### src/rtl/fifo_access_sched.sv
`default_nettype none
// fifo_access_sched: one FIFO op per cycle, round-robin writers, read/write alternation on ties.
// Optional FIFO_SCHED_STATS_EN adds per-writer/read grant counters.  Revision: 1.0
module fifo_access_sched #(
  parameter int NUM_WR = 4,
  parameter int DW     = 8,
  parameter int SW     = 16
) (
  input  logic                 clk,
  input  logic                 reset,
  input  logic [NUM_WR-1:0]    wr_req,
  input  logic [NUM_WR*DW-1:0] wr_data,
  output logic [NUM_WR-1:0]    wr_ack,
  input  logic                 rd_req,
  output logic                 rd_ack,
  output logic                 rd_valid,
  output logic [DW-1:0]        rd_data,
  output logic                 fifo_wr_en,
  output logic                 fifo_rd_en,
  output logic [DW-1:0]        fifo_din,
  input  logic [DW-1:0]        fifo_dout,
  input  logic                 fifo_full,
  input  logic                 fifo_empty,
  input  logic [3:0]           stat_sel,
  output logic [SW-1:0]        stat_cnt
);

  localparam int PW = (NUM_WR > 1) ? $clog2(NUM_WR) : 1;

  typedef enum logic {
    OP_READ  = 1'b0,
    OP_WRITE = 1'b1
  } op_t;

  op_t           last_op, last_op_next;
  logic [PW-1:0] rr_ptr, rr_ptr_next;
  logic [PW-1:0] grant_idx;
  logic [PW-1:0] scan_idx;
  logic          grant_found;
  logic          wr_cand, rd_cand;
  logic          do_write, do_read;
  logic          rd_valid_q;

  assign wr_cand = (|wr_req) && !fifo_full;
  assign rd_cand = rd_req && !fifo_empty;

  // Search starts one past the last granted producer.
  always_comb begin
    grant_idx   = rr_ptr;
    grant_found = 1'b0;
    scan_idx    = '0;
    for (int k = 1; k <= NUM_WR; k++) begin
      scan_idx = PW'((int'(rr_ptr) + k) % NUM_WR);
      if (!grant_found && wr_req[scan_idx]) begin
        grant_found = 1'b1;
        grant_idx   = scan_idx;
      end
    end
  end

  always_comb begin
    do_write = 1'b0;
    do_read  = 1'b0;
    if (!reset) begin
      if (wr_cand && rd_cand) begin
        do_write = (last_op == OP_READ);
        do_read  = (last_op == OP_WRITE);
      end else begin
        do_write = wr_cand && grant_found;
        do_read  = rd_cand;
      end
    end
  end

  always_comb begin
    wr_ack   = '0;
    fifo_din = '0;
    if (do_write) begin
      wr_ack[grant_idx] = 1'b1;
      fifo_din          = wr_data[int'(grant_idx)*DW +: DW];
    end
  end

  assign fifo_wr_en = do_write;
  assign fifo_rd_en = do_read;
  assign rd_ack     = do_read;

  always_comb begin
    rr_ptr_next  = rr_ptr;
    last_op_next = last_op;
    if (do_write) begin
      rr_ptr_next  = grant_idx;
      last_op_next = OP_WRITE;
    end else if (do_read) begin
      last_op_next = OP_READ;
    end
  end

  always_ff @(posedge clk) begin
    if (reset) begin
      rr_ptr     <= PW'(NUM_WR - 1);
      last_op    <= OP_READ;
      rd_valid_q <= 1'b0;
    end else begin
      rr_ptr     <= rr_ptr_next;
      last_op    <= last_op_next;
      rd_valid_q <= do_read;
    end
  end

  // Masking with reset suppresses a read return that lands in a reset cycle.
  assign rd_valid = rd_valid_q && !reset;
  assign rd_data  = rd_valid ? fifo_dout : '0;

`ifdef FIFO_SCHED_STATS_EN
  logic [SW-1:0] counters [NUM_WR+1];
  logic [SW-1:0] stat_q;

  always_ff @(posedge clk) begin
    if (reset) begin
      for (int i = 0; i <= NUM_WR; i++) counters[i] <= '0;
      stat_q <= '0;
    end else begin
      for (int i = 0; i < NUM_WR; i++) begin
        if (wr_ack[i] && (counters[i] != {SW{1'b1}})) counters[i] <= counters[i] + 1'b1;
      end
      if (rd_ack && (counters[NUM_WR] != {SW{1'b1}}))
        counters[NUM_WR] <= counters[NUM_WR] + 1'b1;
      if (int'(stat_sel) <= NUM_WR) stat_q <= counters[stat_sel];
      else                          stat_q <= '0;
    end
  end

  assign stat_cnt = stat_q;
`else
  logic unused_stat_sel;
  assign unused_stat_sel = ^stat_sel;
  assign stat_cnt        = '0;
`endif

endmodule
`default_nettype wire

### config.mk
export PLATFORM = sky130hd
export DESIGN_NAME = fifo_access_sched
export DESIGN_NICKNAME = d
export VERILOG_FILES = /design/src/rtl/fifo_access_sched.sv
export SDC_FILE = /design/constraint.sdc
export NUM_CORES = 1
export LEC_CHECK = 0
export CAP_MARGIN = 20
export CORE_ASPECT_RATIO = 0.7
export CORE_UTILIZATION = 26
export DETAILED_ROUTE_END_ITERATION = 16
export PLACE_DENSITY = 0.79
export SLEW_MARGIN = 40
export SYNTH_ARGS = -nofsm -noshare
export SYNTH_HDL_FRONTEND = slang
export SYNTH_SLANG_ARGS = --single-unit
### constraint.sdc
create_clock -name clk -period 2.7 [get_ports clk]
set_input_delay 0.675 -clock clk [delete_from_list [all_inputs] [get_ports clk]]
set_output_delay 0.675 -clock clk [all_outputs]
set_load 0.05 [all_outputs]
==> results of run 1 <==
## through the flow
stage / cells / cell area (um2) / util [%] / setup WS (ns) / setup TNS [ns]
after floorplan: 113 / 985 / - / -0.0241 / -0.0241
after detailed placement: 217 / 1980 / 77.6 / -0.605 / -7.04
after global placement: 217 / 1980 / 77.6 / -0.488 / -6.14
after CTS: 231 / 2440 / 95.5 / -0.0477 / -0.147
## cells by family after synthesis
family,Yosys count,share of synthesized area (%)
and+or+nand+nor,29,20.8
buffers and inverters,27,24.3
AOI/OAI and AO/OA,22,22.7
muxes,15,20.7
DFF,4,11.0
other,1,0.516
## synth_stat cells
master,number,area [um2]
buf_4,18,135
mux2i_1,15,150
and2_1,8,50.1
inv_1,7,26.3
o22ai_1,7,43.8
nor2_1,6,22.5
nand2_1,5,18.8
dfxtp_1,4,80.1
a2111oi_0,2,17.5
a31oi_1,2,12.5
nand3_1,2,10.0
nor2_2,2,12.5
nor2b_1,2,12.5
o21a_1,2,15.0
o21ai_1,2,10.0
a211o_1,1,8.76
a211o_2,1,10.0
a211oi_2,1,12.5
a21boi_0,1,7.51
a21oi_1,1,5.00
a221oi_2,1,15.0
buf_6,1,11.3
clkbuf_1,1,3.75
conb_1,1,3.75
nand2b_1,1,6.26
nor3_1,1,5.00
nor3b_1,1,7.51
nor4_1,1,6.26
o31ai_1,1,7.51
## repair_timing
item	CTS
setup endpoints to repair	15
setup buffers	9
endpoints found under the hold margin	0
pin swaps	15
gates resized for setup	78
gates cloned	3
==> impl_metrics.ini, run 1 <==
[placement]
gp_congestion = 0.777
io_buffers = 72
dpl.hpwl_um = 2690

[cts]
cts-root-buf = clkbuf_8
cts_inserted_buffers = 3
cts_max_level = 1
cts.sinks = 4
clockBufferDepth = 2
cts_hold_buf = 0

[yosys]
synthCells = 98
yosys_warnings = 0
ys_types = 29
yosysSeqAreaShare_pct = 11.0
ys_seq_elements = 4
synth_area_per_cell_um2 = 7.42
netlist_area_um2 = 727

[die]
initial_core_util_pct = 28.5
num_io_pins = 93
dieHeight_um = 46.2
rows = 15
die_x_um = 65.2

[global_route]
grt_antenna_before_repair = 0
grt_max_degree = 10

[timing]
worst-ep-kind = top-level output
worst_endpoint = fifo_din[7]

[run_status]
failed_stage = global routing (5_1_grt)
first-error = [ERROR DPL-0033] detailed placement checks failed during check placement.
status = stopped before the end
==> run 2, diff against run 1 <==
--- a/config.mk
+++ b/config.mk
@@ -6,10 +6,9 @@
 export NUM_CORES = 1
 export LEC_CHECK = 0
 export CAP_MARGIN = 20
-export CORE_ASPECT_RATIO = 0.7
-export CORE_UTILIZATION = 26
+export CORE_UTILIZATION = 20
 export DETAILED_ROUTE_END_ITERATION = 16
-export PLACE_DENSITY = 0.79
+export PLACE_DENSITY_LB_ADDON = 0.15
 export SLEW_MARGIN = 40
 export SYNTH_ARGS = -nofsm -noshare
 export SYNTH_HDL_FRONTEND = slang
==> run 2 against run 1 <==
Net effect:
- the flow now finishes, with violations (setup timing)
- synthesized cell count unchanged
- synthesized area stayed put
==> impl_metrics.ini, run 2 <==
[yosys]
synth_area_per_cell_um2 = 7.42
yosysSeqAreaShare_pct = 11.0
synthCells = 98
ys.flop_type = dfxtp_1
synthTopCellsByArea = mux2i_1 (21%), buf_4 (19%), dfxtp_1 (11%)
synthArstFlopShare_pct = 0
yosysMostFrequentCell = buf_4
synth_top_area_share_pct = 20.7
netlist_area_um2 = 727
yosysTopAreaCell = mux2i_1
ys_seq_elements = 4
ys_types = 29
synth-edff-count = 0
yosys-top-cells-count = buf_4 (18), mux2i_1 (15), and2_1 (8)
yosys_warnings = 0

[routing]
totalWireLength_um = 3210
met3_length_um = 368
firstDrtPassIters = 5
met2WireLength_um = 1700
wire_per_inst_um = 13.1
vias = 1077
drtIter0Drc = 23
route.top_layer_used = met3
viasPerCell = 4.40
ant_nets = 0
wirelength_met1_um = 1150
drc = 0

[global_route]
grt_overflow = 0
grt_max_degree = 10
track_usage_pct = 17.6
grt_first_pass_wirelength_um = 5460
grt_pass1_vias = 1185
grt_antenna_before_repair = 0

[timing]
skew_ns = 0.00127
worst_hold_slack_ns = 0.551
hold_violations = 0
slew_headroom_pct = 63.3
rsz0062_at_grt = true
tightest_slew_ns = 0.546
timing.final.crit_period_ns = 2.77
setup_violations = 10
slew_viol_final = 0
max_freq_mhz = 362
layout_setup_ws_ns = -0.0654
min_period_over_period_pct = 102

[die]
fp.coreArea_um2 = 3420
num_io_pins = 93
rows = 21
die_x_um = 62.3
initial_core_util_pct = 21.3
dieHeight_um = 62.3
die_area_um2 = 3880

[setup_path]
critPathSlowestCell = nor3_1
cp_max_fo = 5
r2r-start = rr_ptr[1]$_SDFFE_PP1P_
cpPeakStageDelay_ns = 0.32
timing.rr.end = rr_ptr[1]$_SDFFE_PP1P_
rr_worst_depth = 9
required_ns = 2.03
worstSetupPathType = in2out
setup.worst_path.start_class = input pin
r2r_slack_ns = 0.81
path_common_cell = buf_4
path_cells = buf_8 -> nor3_1 -> a31oi_4 -> buf_6 -> buf_4 -> nand2_4 -> buf_4 -> nand2_8 -> o22ai_4 -> buf_12
critPathCaptureType = output pin
cp.arrival_ns = 2.09

[layout]
largest_register_ffs = 2
nNetsFinal = 254
area_growth_pct = 237
final_util_pct = 71.6
finalNonFillerCells = 245
num-fill-cells = 252
drive_above_1_share_pct = 56.3
layout_commonest_cell = clkdlybuf4s50_1
diodes = 0
top_regs = rr_ptr x2, last_op x1, rd_valid_q x1
final_area_um2 = 2450
final_cell_mix = clkdlybuf4s50_1 (40), buf_12 (24), buf_4 (22)
regMostFlops = rr_ptr

[power_and_ir_drop]
p_leak_nw = 0.922
ir_worst_vdd_mv = 0.176
powerDensity_nw_per_um2 = 306

[cts]
cts_hold_buf = 0
cts_inserted_buffers = 3
clkTransAtPathRegs_ns = 0.04
clockBufferDepth = 2
cts_max_level = 1
cts.sinks = 4
clock_latency_ns = 0.23
cts_tree = yes
cts-root-buf = clkbuf_4

[placement]
gp_congestion = 0.725
io_buffers = 72
placed_area_um2 = 1980
dpl.hpwl_um = 2340
dp_cells = 229

[min_path]
hold_end = last_op$_SDFFE_PP0P_
min-delay-start = last_op$_SDFFE_PP0P_
hold_path_depth = 1
hold_class = reg2reg

[run]
drv_cap = 0

[run_status]
status = complete, but fails checks
violations = setup timing
[run 2: cell counts after synthesis]
No cell type changed its count.
[run 2: metrics by stage]
step / setup TNS (ns) / worst slack [ns] / power, mW
after CTS: -0.213 / -0.0500 / 0.736
after detailed placement: -6.64 / -0.535 / 0.531
after floorplan: -0.0241 / -0.0241 / 0.349
after global placement: -6.08 / -0.468 / 0.524
final: -0.409 / -0.0654 / 0.748
after global routing: -1.11 / -0.119 / 0.784
[run 2: metal layers]
metal  vias to the layer above  GRT usage [%]
li1                        521              -
met1                       473           18.8
met2                        83           33.5
met3                         0           6.25
met4                         0           2.33
met5                         -              0
[run 2: timing repair]
item | 4_1_cts | 5_1_grt
gates cloned | 2 | 0
gates resized for setup | 76 | 10
setup buffers | 9 | 3
setup endpoints to repair | 15 | 15
pin swaps | 15 | 12
[run 2: power by group]
part | total (mW) | switching (mW) | internal (mW)
clock network | 0.0749 | 0.0252 | 0.0498
logic | 0.599 | 0.299 | 0.300
registers | 0.0741 | 0.00955 | 0.0646
total | 0.748 | 0.334 | 0.414
[run 2: logic make-up (layout without fill, tap and decap cells)]
logic type	Yosys count	after routing	share of synthesized area (%)
buffers and inverters	27	112	24.3
flip-flops	4	4	11.0
AND/OR/NAND/NOR	29	30	20.8
AO/OA/AOI/OAI	22	22	22.7
other	1	16	0.516
multiplexers	15	15	20.7
[run 2: worst max path at each step]
stage / to / startpoint / slack (ns) / cells past startpoint
after detailed placement: fifo_din[6] / wr_req[2] / -0.54 / 8
final: fifo_din[3] / wr_req[3] / -0.07 / 10
after floorplan: rd_ack / wr_req[1] / -0.02 / 4
after global routing: fifo_din[5] / wr_req[3] / -0.12 / 7
after CTS: fifo_din[6] / wr_req[3] / -0.05 / 7
after global placement: fifo_din[0] / wr_req[2] / -0.47 / 8
[run 2: layout make-up]
class,instances,area (um2),area share [%]
Timing Repair Buffer,102,1230,50.4
Clock buffer,3,22.5,0.920
Multi-Input combinational cell,83,1020,41.7
Inverter,7,32.5,1.33
Tap cell,46,57.6,2.35
Sequential cell,4,81.3,3.32
[run 2: worst max-delay path, delay by kind of cell]
kind | cells | cell delay (ns)
AND/OR/NAND/NOR | 3 | 0.48
buffers and inverters | 5 | 0.71
AO/OA/AOI/OAI | 2 | 0.21
Note: power is estimated with default switching activity, not from simulation.
